`src/rtl/clk2x_gate_ctrl_if.sv`:
```
// Control/status bundle between the host-side controller and the CLK2X BUFGCE gate.
// The master drives requests and the slave (the gate controller) returns CE and status.
interface clk2x_gate_ctrl_if;
    logic        enable_i;
    logic        force_on_i;
    logic        wake_i;
    logic        idle_i;
    logic        ce_o;
    logic        clk_on_o;
    logic        ready_o;
    logic [15:0] gate_cnt_o;

    modport master (
        output enable_i, force_on_i, wake_i, idle_i,
        input  ce_o, clk_on_o, ready_o, gate_cnt_o
    );

    modport slave (
        input  enable_i, force_on_i, wake_i, idle_i,
        output ce_o, clk_on_o, ready_o, gate_cnt_o
    );
endinterface

```
`src/rtl/clk2x_gate_ctrl.sv`:
```
// CE generator for the CLK2X BUFGCE. After DCM settle it wakes the 2x clock on demand,
// gates it off after a programmable idle run, enforces a minimum off-time and counts gate events.
module clk2x_gate_ctrl #(
    parameter int unsigned STARTUP_DELAY = 1024,
    parameter int unsigned IDLE_TIMEOUT  = 256,
    parameter int unsigned MIN_OFF       = 16,
    parameter int unsigned CNT_WIDTH     = 16
) (
    input  logic              clk,
    input  logic              rst,
    clk2x_gate_ctrl_if.slave  bus
);

    typedef enum logic [2:0] {
        S_STARTUP,
        S_OFF_HOLD,
        S_OFF,
        S_ON,
        S_IDLE_WAIT
    } state_e;

    localparam logic [CNT_WIDTH-1:0] STARTUP_LAST = CNT_WIDTH'(STARTUP_DELAY - 1);
    localparam logic [CNT_WIDTH-1:0] OFF_LAST     = CNT_WIDTH'(MIN_OFF - 1);
    localparam logic [CNT_WIDTH-1:0] IDLE_LAST    = CNT_WIDTH'(IDLE_TIMEOUT - 1);
    localparam logic [CNT_WIDTH-1:0] CNT_ONE      = CNT_WIDTH'(1);

    state_e               state_q, state_d;
    logic [CNT_WIDTH-1:0] cnt_q, cnt_d;
    logic                 wake_pend_q, wake_pend_d;
    logic [1:0]           idle_sync_q;
    logic                 ce_q, ce_d;
    logic                 clk_on_q;
    logic                 ready_q, ready_d;
    logic [15:0]          gate_cnt_q, gate_cnt_d;
    logic                 idle_s;
    logic                 gate_evt;

    assign idle_s = idle_sync_q[1];

    always_comb begin
        // NOTE: every comb output gets a default first so no path leaves it unassigned (no latches).
        state_d  = state_q;
        cnt_d    = cnt_q;
        ready_d  = ready_q;
        gate_evt = 1'b0;

        case (state_q)
            S_STARTUP: begin
                if (cnt_q == STARTUP_LAST) begin
                    state_d = S_OFF_HOLD;
                    cnt_d   = '0;
                    ready_d = 1'b1;
                end else begin
                    cnt_d = cnt_q + CNT_ONE;
                end
            end
            S_OFF_HOLD: begin
                if (cnt_q == OFF_LAST) begin
                    state_d = S_OFF;
                    cnt_d   = '0;
                end else begin
                    cnt_d = cnt_q + CNT_ONE;
                end
            end
            S_OFF: begin
                if (bus.enable_i && (bus.wake_i || wake_pend_q || bus.force_on_i)) begin
                    state_d = S_ON;
                end
            end
            S_ON: begin
                if (!bus.enable_i) begin
                    state_d  = S_OFF_HOLD;
                    cnt_d    = '0;
                    gate_evt = 1'b1;
                end else if (idle_s && !bus.force_on_i && !bus.wake_i) begin
                    state_d = S_IDLE_WAIT;
                    cnt_d   = '0;
                end
            end
            S_IDLE_WAIT: begin
                // Any sign of new work beats a timeout expiring in the same cycle.
                if (!bus.enable_i) begin
                    state_d  = S_OFF_HOLD;
                    cnt_d    = '0;
                    gate_evt = 1'b1;
                end else if (bus.wake_i || bus.force_on_i || !idle_s) begin
                    state_d = S_ON;
                    cnt_d   = '0;
                end else if (cnt_q == IDLE_LAST) begin
                    state_d  = S_OFF_HOLD;
                    cnt_d    = '0;
                    gate_evt = 1'b1;
                end else begin
                    cnt_d = cnt_q + CNT_ONE;
                end
            end
            default: begin
                state_d = S_STARTUP;
                cnt_d   = '0;
            end
        endcase

        ce_d = (state_d == S_ON) || (state_d == S_IDLE_WAIT);

        gate_cnt_d = gate_cnt_q;
        if (gate_evt && (gate_cnt_q != 16'hFFFF)) begin
            gate_cnt_d = gate_cnt_q + 16'd1;
        end

        // A pending wake is only remembered while the clock is off and the host allows it.
        wake_pend_d = wake_pend_q;
        if (!bus.enable_i) begin
            wake_pend_d = 1'b0;
        end else if (state_d == S_ON && state_q != S_ON) begin
            wake_pend_d = 1'b0;
        end else if (bus.wake_i && !(state_q == S_ON || state_q == S_IDLE_WAIT)) begin
            wake_pend_d = 1'b1;
        end
    end

    always_ff @(posedge clk or posedge rst) begin
        if (rst) begin
            state_q     <= S_STARTUP;
            cnt_q       <= '0;
            wake_pend_q <= 1'b0;
            idle_sync_q <= 2'b11;
            ce_q        <= 1'b0;
            clk_on_q    <= 1'b0;
            ready_q     <= 1'b0;
            gate_cnt_q  <= '0;
        end else begin
            // NOTE: non-blocking assignments so every register samples pre-edge values.
            state_q     <= state_d;
            cnt_q       <= cnt_d;
            wake_pend_q <= wake_pend_d;
            idle_sync_q <= {idle_sync_q[0], bus.idle_i};
            ce_q        <= ce_d;
            clk_on_q    <= ce_d;
            ready_q     <= ready_d;
            gate_cnt_q  <= gate_cnt_d;
        end
    end

    assign bus.ce_o       = ce_q;
    assign bus.clk_on_o   = clk_on_q;
    assign bus.ready_o    = ready_q;
    assign bus.gate_cnt_o = gate_cnt_q;

endmodule

```
`src/flat_wrapper.sv`:
```
// flat-port wrapper written by rule: the top's interface ports become plain ports
module clk2x_gate_ctrl_flat 
#(
    parameter int unsigned STARTUP_DELAY = 1024,
    parameter int unsigned IDLE_TIMEOUT  = 256,
    parameter int unsigned MIN_OFF       = 16,
    parameter int unsigned CNT_WIDTH     = 16
)
  (clk, rst, bus_enable_i, bus_force_on_i, bus_wake_i, bus_idle_i, bus_ce_o, bus_clk_on_o, bus_ready_o, bus_gate_cnt_o);
  clk2x_gate_ctrl_if bus_i ();
  input  logic clk;
  input  logic rst;
  input wire logic [$bits(bus_i.enable_i)-1:0] bus_enable_i;
  input wire logic [$bits(bus_i.force_on_i)-1:0] bus_force_on_i;
  input wire logic [$bits(bus_i.wake_i)-1:0] bus_wake_i;
  input wire logic [$bits(bus_i.idle_i)-1:0] bus_idle_i;
  output wire logic [$bits(bus_i.ce_o)-1:0] bus_ce_o;
  output wire logic [$bits(bus_i.clk_on_o)-1:0] bus_clk_on_o;
  output wire logic [$bits(bus_i.ready_o)-1:0] bus_ready_o;
  output wire logic [$bits(bus_i.gate_cnt_o)-1:0] bus_gate_cnt_o;
  assign bus_i.enable_i = bus_enable_i;
  assign bus_i.force_on_i = bus_force_on_i;
  assign bus_i.wake_i = bus_wake_i;
  assign bus_i.idle_i = bus_idle_i;
  assign bus_ce_o = bus_i.ce_o;
  assign bus_clk_on_o = bus_i.clk_on_o;
  assign bus_ready_o = bus_i.ready_o;
  assign bus_gate_cnt_o = bus_i.gate_cnt_o;
  clk2x_gate_ctrl #(.STARTUP_DELAY(STARTUP_DELAY), .IDLE_TIMEOUT(IDLE_TIMEOUT), .MIN_OFF(MIN_OFF), .CNT_WIDTH(CNT_WIDTH)) u_core (.clk(clk), .rst(rst), .bus(bus_i));
endmodule
```
`config.mk`:
```
export PLATFORM = sky130hd
export DESIGN_NAME = clk2x_gate_ctrl_flat
export DESIGN_NICKNAME = d
export VERILOG_FILES = /design/src/rtl/clk2x_gate_ctrl_if.sv /design/src/rtl/clk2x_gate_ctrl.sv /design/src/flat_wrapper.sv
export SDC_FILE = /design/constraint.sdc
export NUM_CORES = 1
export LEC_CHECK = 0
export CORE_ASPECT_RATIO = 0.8
export CORE_MARGIN = 1.5
export CORE_UTILIZATION = 30
export DETAILED_ROUTE_END_ITERATION = 6
export HOLD_SLACK_MARGIN = 0.15
export PLACE_DENSITY = 0.48
export SETUP_SLACK_MARGIN = 0.2
export SLEW_MARGIN = 20
export SYNTH_ARGS = -nofsm -noshare
export SYNTH_HDL_FRONTEND = slang
export SYNTH_SLANG_ARGS = --single-unit
```
`constraint.sdc`:
```
create_clock -name clk -period 2.1 [get_ports clk]
set_clock_uncertainty 0.1 [all_clocks]
set_input_delay 0.42 -clock clk [delete_from_list [all_inputs] [get_ports clk]]
set_output_delay 0.42 -clock clk [all_outputs]
set_load 0.05 [all_outputs]
```
==> metrics.txt, run 1 <==
status complete, but fails checks; violated checks setup timing; total number of vias 1929; Worst EP required 2.18 ns; initial antenna violation count 0; Non-Filler Instances 383; Yosys reg bits 40; Peak VDD IR 0.000468 V; Congestion Overflow GR 0; Worst path slowest cell or4_4; clk buf depth 2; I/O Buffers 24; First-pass DRT Iterations 4; Slew @ Worst Pin 0.487 ns; Setup Crit Path Kind register to register; Slew HR 0.671; Core ar. 6960 um^2; H-tree depth 2; Global Route Usage Sum 0.151; Mean Syn Cell Area 10.0 um^2; Clock Latency Late Sink 0.29 ns; syn_nets 226; CP max stage delay 0.58 ns; # fillers 670; commonest non-fill, non-tap cell in the layout buf_4; DIE HEIGHT 79.3 um; layout cells sized above 1 0.382; Max-Cap Viols 0; Die X 98.4 um; Worst Path Buf+Inv 2; Worst Path Arrival 2.39 ns; diode count 0; CTS Hold Buffers Added 0; RSZ-0062 raised after global routing true; Routed wire per std cell 14.6 um; ANT nets after route 0; yosys warns 0; synthesized area 2180 um^2; smallest hold slack 0.256 ns; clock tree from TritonCTS done; Nets 303; Min-Delay Path Class register to register; post-synthesis sequential area ratio 0.459; overall power 0.00263 W; first-pass GRT wire length 9290 um; clk slew on worst S/H paths 0.09 ns; hpwl dp 4090 um; Post-synth ARST share 1.00; Final setup viols 35; die footprint 7810 um^2; Syn-to-layout area delta 47.8%; Routability Congestion 0.794; power per cell area 814 nW/um^2; top_reg_cell synth dfrtp_1; IO Pins 25; Rows 27; min cycle time layout 2.31 ns; 1st-iter DRT viols 26; Mapped Cells 218; Post-synth EDFFs 0; clock sink total 40; Vias per Instance 5.04; commonest non-fill, non-tap cells in the layout buf_4, dfrtp_1, nand4_1; vias in the first global route 1841; Setup TNS Final -3.66 ns; DRC Markers 0; Max Fanout on Critical Path 3; largest net degree at the start of global routing 25; unique cell type count in the Yosys netlist 48; dpl cells 368; Crit. End Element register; crit path cell chain or4_4 > buf_6 > nor4_4 > buf_4 > o2bb2ai_4 > and2_4 > mux2_4; endpoints failing hold 0; Crit path max-delay family simple AND/OR/NAND/NOR gates; final-report max-slew violation count 0; leakage power 1.45 nW; Fmax 434 MHz; CTS buffer count 5; period utilization 1.10; Worst Slack Setup Final -0.206 ns; CTS Root Cell clkbuf_8; final wirelength 5600 um; initial cell density of the core 0.314; CP Launch Type register
[metal layers]
layer,vias up,GRT usage,share of wire,wire (um)
met3,5,0.0264,0.020,114
met4,0,0.0465,0.010,57
met1,937,0.223,0.53,2990
met2,25,0.223,0.43,2440
li1,962,-,-,-
met5,-,0,0,0
[report_power, final]
part	internal (W)	switching, W	leakage [nW]
Combinational	0.000470	0.000548	0.861
Sequential	0.000863	0.0000947	0.529
Clock	0.000358	0.000294	0.0583
[synthesized netlist by cell type (all sizes together) (2+ instances only)]
library cell / count / area (um^2)
nand3b: 2 / 15.0
inv: 3 / 11.3
nand4bb: 2 / 22.5
nor3: 13 / 70.1
or2: 2 / 12.5
and2: 5 / 33.8
xnor2: 14 / 123
nand2b: 2 / 12.5
clkbuf: 8 / 30.0
nor3b: 3 / 22.5
dfrtp: 38 / 951
or3: 2 / 12.5
a21oi: 5 / 25.0
nand3: 13 / 65.1
ha: 2 / 25.0
dfstp: 2 / 52.6
nand2: 11 / 41.3
mux2i: 2 / 20.0
xor2: 6 / 52.6
nor4: 5 / 61.3
nand4: 15 / 93.8
buf: 2 / 15.0
o2bb2ai: 3 / 32.5
nor2b: 2 / 12.5
and3: 9 / 56.3
a31oi: 3 / 18.8
and4: 5 / 43.8
nor2: 17 / 63.8
o21ai: 4 / 20.0
o211ai: 2 / 15.0
or4: 2 / 22.5
a21o: 2 / 15.0
[state kept, by name (all words and copies together) (netlist names)]
register and cells:
u_core.state_q 3, u_core.wake_pend_q 1, u_core.idle_sync_q 2, u_core.cnt_q 16, u_core.bus.ce_o 1, u_core.bus.ready_o 1, u_core.bus.gate_cnt_o 16
[worst paths after layout]
check                                                 from                                    to  slack [ns]  depth (start not counted)
min in group asynchronous                              rst  u_core.bus.gate_cnt_o[6]$_DFFE_PP0P_        0.31                          2
max reg2reg                   u_core.cnt_q[15]$_DFFE_PP0P_  u_core.bus.gate_cnt_o[1]$_DFFE_PP0P_       -0.21                          7
min reg2reg                u_core.idle_sync_q[0]$_DFF_PP1_       u_core.idle_sync_q[1]$_DFF_PP1_        0.26                          0
max                           u_core.cnt_q[15]$_DFFE_PP0P_  u_core.bus.gate_cnt_o[1]$_DFFE_PP0P_       -0.21                          7
max in group asynchronous                              rst       u_core.idle_sync_q[0]$_DFF_PP1_        1.04                          3
min                        u_core.idle_sync_q[0]$_DFF_PP1_       u_core.idle_sync_q[1]$_DFF_PP1_        0.26                          0
[timing repair]
| action | in CTS | in global routing |
|---|---|---|
| setup endpoints to repair | 49 | 38 |
| pin swaps | 22 | 14 |
| gates resized for setup | 35 | 21 |
| setup buffers | 4 | 3 |
[stage by stage]
stage                     utilization  worst slack, ns  area [um^2]
after floorplan                     -           -0.164         2210
after global placement          0.413           -0.255         2870
after detailed placement        0.413           -0.281         2870
after CTS                       0.449           -0.220         3120
after global routing            0.464           -0.280         3230
final                           0.464           -0.206         3230
[kinds of logic (layout without fill, tap and decap cells)]
| logic type | after synthesis | count (layout) | share of synthesized area |
|---|---|---|---|
| AOI/OAI and AO/OA | 27 | 27 | 0.0905 |
| and+or+nand+nor | 113 | 113 | 0.318 |
| xor gates and xnor gates | 20 | 20 | 0.0802 |
| buffers and inverters | 13 | 91 | 0.0258 |
| adders and majority gates | 2 | 2 | 0.0115 |
| muxes | 3 | 3 | 0.0143 |
| DFF | 40 | 40 | 0.459 |
[area by class of cell]
cell class | instances | area [um^2] | area share
Clock inverter | 3 | 47.5 | 0.0147
Sequential cell | 40 | 1000 | 0.311
Multi-Input combinational cell | 165 | 1310 | 0.405
Clock buffer | 5 | 68.8 | 0.0213
Timing Repair Buffer | 80 | 681 | 0.211
Tap cell | 87 | 109 | 0.0337
Inverter | 3 | 11.3 | 0.00349
(Power assumes the default switching activity.)
==> run 2, diff against run 1 <==
- CORE_ASPECT_RATIO: 0.8 -> 1.5
- PLACE_DENSITY: 0.48 -> unset
==> run 2 against run 1 <==
Effect of this change:
- the run still ends with setup timing left
- critical path type unchanged
- setup slack improved by 0.027 ns
- via count up 1.6%
- total power decreased by 4.7%
- clock-buffer cell count rose by 3
- critical endpoint is now u_core.cnt_q[14]$_DFFE_PP0P_
- core utilization down 0.13 points
- non-clock buffer count decreased by 5
- first-iteration DRC count increased to 4.1 times the previous value
- maximum frequency is 1.2% higher
- final cell count decreased by 3.7%
- critical path depth increased by 1
- die area is essentially flat
==> metrics.txt, run 2 (synthesized netlist as in run 1, its figures left out) <==
status complete, but fails checks; violated checks setup timing; Nets 298; I/O Buffers 24; utilization after layout 0.463; initial cell density of the core 0.315; min cycle time layout 2.28 ns; layout cells sized above 1 0.378; vias in the first global route 2054; Worst Path Arrival 2.37 ns; Switching Share 0.369; Rows 37; total number of vias 1960; Slew HR 0.666; overall power 0.00250 W; CTS Hold Buffers Added 0; commonest non-fill, non-tap cell in the layout buf_4; IO Pins 25; Core ar. 6940 um^2; CTS Root Cell clkbuf_8; Setup Crit Path Kind register to register; Worst Slack Setup Final -0.179 ns; CTS buffer count 5; Routability Congestion 0.785; ANT nets after route 0; first-pass GRT wire length 9910 um; Syn-to-layout area delta 47.1%; DRC Markers 0; clk buf depth 2; die footprint 7810 um^2; Setup TNS Final -4.29 ns; Crit. End Element register; commonest non-fill, non-tap cells in the layout buf_4, dfrtp_1, nand4_1; Worst Hold Depth 0; Worst EP required 2.19 ns; largest net degree at the start of global routing 41; 1st-iter DRT viols 107; Comb pwr share 0.384; H-tree depth 2; hpwl dp 4110 um; Congestion Overflow GR 0; clock sink total 40; Max Fanout on Critical Path 8; Fmax 439 MHz; power per cell area 779 nW/um^2; Clock power frac 0.229; Final setup viols 37; Pint 0.00158 W; Die X 72.7 um; diode count 0; First-pass DRT Iterations 4; DIE HEIGHT 108 um; endpoints failing hold 0; RSZ-0062 raised after global routing true; leakage power 1.44 nW; Peak VDD IR 0.000465 V; Max-Cap Viols 0; Vias per Instance 5.31; Setup WS pre-CTS -0.251 ns; R2R cell count 8; final wirelength 5880 um; Reg power frac 0.387; initial antenna violation count 0; Slew @ Worst Pin 0.502 ns; Routed wire per std cell 15.9 um; Global Route Usage Sum 0.165; final-report max-slew violation count 0; CP Launch Type register; period utilization 1.09; Net Sw Power 0.000923 W; clock tree from TritonCTS done; Clock Latency Late Sink 0.31 ns; clk slew on worst S/H paths 0.07 ns; Min-Delay Path Class register to register
## run 2: power by group through the flow
stage	registers (W)	logic, W	clock network, W
after CTS	0.000966	0.000901	0.000595
after global placement	0.000972	0.000800	0
after global routing	0.000986	0.00103	0.000617
after detailed placement	0.000974	0.000799	0
final	0.000970	0.000961	0.000573
after floorplan	0.00107	0.000387	0
## run 2: per-layer routing
layer | up-vias | share of wire | global-route usage
li1 | 941 | - | -
met5 | - | 0 | 0
met1 | 971 | 0.39 | 0.179
met3 | 7 | 0.027 | 0.0290
met4 | 0 | 0.015 | 0.0566
met2 | 41 | 0.57 | 0.312
## run 2: final timing paths
| path | slack [ns] | start | endpoint |
|---|---|---|---|
| setup reg to reg | -0.18 | u_core.cnt_q[10]$_DFFE_PP0P_ | u_core.cnt_q[14]$_DFFE_PP0P_ |
| hold / removal | 0.26 | u_core.idle_sync_q[0]$_DFF_PP1_ | u_core.idle_sync_q[1]$_DFF_PP1_ |
| max in group asynchronous | 1.26 | rst | u_core.idle_sync_q[1]$_DFF_PP1_ |
| hold reg to reg | 0.26 | u_core.idle_sync_q[0]$_DFF_PP1_ | u_core.idle_sync_q[1]$_DFF_PP1_ |
| min in group asynchronous | 0.36 | rst | u_core.bus.gate_cnt_o[9]$_DFFE_PP0P_ |
| setup / recovery | -0.18 | u_core.cnt_q[10]$_DFFE_PP0P_ | u_core.cnt_q[14]$_DFFE_PP0P_ |
## run 2: through the flow
step / cells / hold slack, ns / instance area, um^2
floorplan: 218 / 0.245 / 2210
global placement: 351 / 0.252 / 2800
detailed placement: 351 / 0.251 / 2800
CTS: 365 / 0.263 / 3090
global route: 369 / 0.266 / 3210
finish: 369 / 0.259 / 3210
## run 2: cell type report
type                    instances  area [um^2]
clock buffers                   8          100
inverters                       3         11.3
repair buffers                 75          638
fillers                       646         3730
multi-input cells             165         1360
flip-flops and latches         40         1000
well taps                      78         97.6
## run 2: worst max-delay path, cell delays in order, from the launching register on
cell,delay (ns)
dfrtp_1,0.40
or4_4,0.57
nor4_4,0.32
buf_4,0.16
nor4_1,0.04
buf_4,0.16
nor3_4,0.16
buf_6,0.19
o2bb2ai_1,0.08
## run 2: repair_timing
action,in CTS,in global routing
gates resized for setup,43,20
pin swaps,18,13
setup buffers,6,4
endpoints found under the setup margin,48,38
hold endpoints to repair,0,0
==> run 3, diff against run 2 <==
- CORE_UTILIZATION: 30 -> 50
- PLACE_DENSITY: unset -> 0.75
==> run 3 against run 2 <==
Effect of this change:
- the flow still finishes with violations (setup timing)
- die area down 39%
- global-route usage up 9.2 points
- via count up 2.4%
- final cell count down 9.8%
- setup slack better by 0.014 ns
- wire length up 0.41%
==> metrics.txt, run 3 (synthesized netlist as in run 1, its figures left out) <==
status complete, but fails checks; violated checks setup timing; die footprint 4780 um^2; Vias per Instance 6.03; CP Launch Type register; vias in the first global route 2085; Setup Crit Path Kind register to register; commonest non-fill, non-tap cell in the layout buf_4; Non-Filler Instances 333; Worst Path Arrival 2.34 ns; dpl cells 319; Routed wire per std cell 17.7 um; final-report max-slew violation count 0; Worst Path Buf+Inv 1; worst min-delay path endpoint u_core.idle_sync_q[1]$_DFF_PP1_; overall power 0.00272 W; Final setup viols 31; CTS buffer count 5; post-place instance area 2760 um^2; Worst Hold Depth 0; CTS Root Cell clkbuf_8; Peak VDD IR 0.000797 V; commonest non-fill, non-tap cells in the layout buf_4, dfrtp_1, nand4_1; CP startpoint u_core.cnt_q[9]$_DFFE_PP0P_; 1st-iter DRT viols 65; Syn-to-layout area delta 46.7%; Rows 29; largest net degree at the start of global routing 41; clk buf depth 2; design area 3210 um^2; Slew HR 0.658; RSZ-0062 raised after global routing true; R2R Setup Slk -0.16 ns; H-tree depth 2; initial antenna violation count 0; Congestion Overflow GR 0; crit path cell chain or4_4 > nor4_4 > o2bb2ai_4 > nor3_4 > buf_6 > nor3_2; endpoints failing hold 0; Nets 294; hpwl dp 3880 um; R2R cell count 6; Worst Slack Setup Final -0.165 ns; Clock Latency Late Sink 0.30 ns; Crit. End Element register; Worst EP required 2.18 ns; Core ar. 4210 um^2; CTS Hold Buffers Added 0; clock sink total 40; DRC Markers 0; CP max stage delay 0.58 ns; Fmax 442 MHz; Setup TNS Final -3.10 ns; Worst R2R End u_core.cnt_q[3]$_DFFE_PP0P_; IO Pins 25; final wirelength 5900 um; first-pass GRT wire length 9650 um; Max Fanout on Critical Path 4; Worst R2R Start u_core.cnt_q[9]$_DFFE_PP0P_; utilization after layout 0.762; power per cell area 849 nW/um^2; Routability Congestion 0.845; Die X 57.0 um; leakage power 1.44 nW; hold_sp u_core.idle_sync_q[0]$_DFF_PP1_; clock tree from TritonCTS done; min cycle time layout 2.26 ns; ANT nets after route 0; clk slew on worst S/H paths 0.08 ns; diode count 0; Worst path slowest cell or4_4; total number of vias 2008; Global Route Usage Sum 0.257; Slew @ Worst Pin 0.509 ns; Min-Delay Path Class register to register; Max-Cap Viols 0; Levels on crit path 6; period utilization 1.08; initial cell density of the core 0.519; DIE HEIGHT 84.0 um; layout cells sized above 1 0.376; Crit path max-delay family simple AND/OR/NAND/NOR gates; First-pass DRT Iterations 4; I/O Buffers 24
[run 3: cell count changes in the layout (fill, tap and decap cells not counted), moves of 3 or more]
cell,change
nand3_1,-3
nor2_4,-3
nor2_2,+3
buf_4,-6
[run 3: what timing repair did]
action,CTS,global route
gates resized for setup,47,20
gates cloned,0,1
buffers inserted,3,2
hold endpoints to repair,0,0
pin swaps,27,14
setup endpoints to repair,50,38
[run 3: worst max-delay path by stage]
stage | slack (ns) | to
2_1_floorplan | -0.16 | u_core.bus.gate_cnt_o[1]$_DFFE_PP0P_
3_3_place_gp | -0.32 | u_core.cnt_q[6]$_DFFE_PP0P_
3_5_place_dp | -0.43 | u_core.cnt_q[6]$_DFFE_PP0P_
4_1_cts | -0.11 | u_core.cnt_q[6]$_DFFE_PP0P_
5_1_grt | -0.23 | u_core.wake_pend_q$_DFFE_PP0P_
6_report | -0.16 | u_core.cnt_q[3]$_DFFE_PP0P_
[run 3: through the flow]
step | setup WS, ns | hold WS [ns]
after global routing | -0.228 | 0.260
final | -0.165 | 0.260
after global placement | -0.318 | 0.246
after detailed placement | -0.427 | 0.247
after CTS | -0.111 | 0.258
after floorplan | -0.164 | 0.245
[run 3: layer usage]
layer	global-route usage	share of wire	up-vias
met4	0.112	0.020	0
met1	0.302	0.40	1005
li1	-	-	940
met5	0	0	-
met3	0.0481	0.031	14
met2	0.446	0.55	49
[run 3: power by group]
part           leakage [nW]  switching [W]  internal [W]
Clock                0.0645       0.000281      0.000420
Sequential            0.529       0.000109      0.000863
Combinational         0.847       0.000560      0.000488
[run 3: layout make-up]
type	count	area, um^2
multi-input cells	165	1400
flip-flops and latches	40	1000
fillers	263	1000
repair buffers	71	611
clock buffers	7	96.3
well taps	46	57.6
clock inverters	1	30.0
inverters	3	11.3
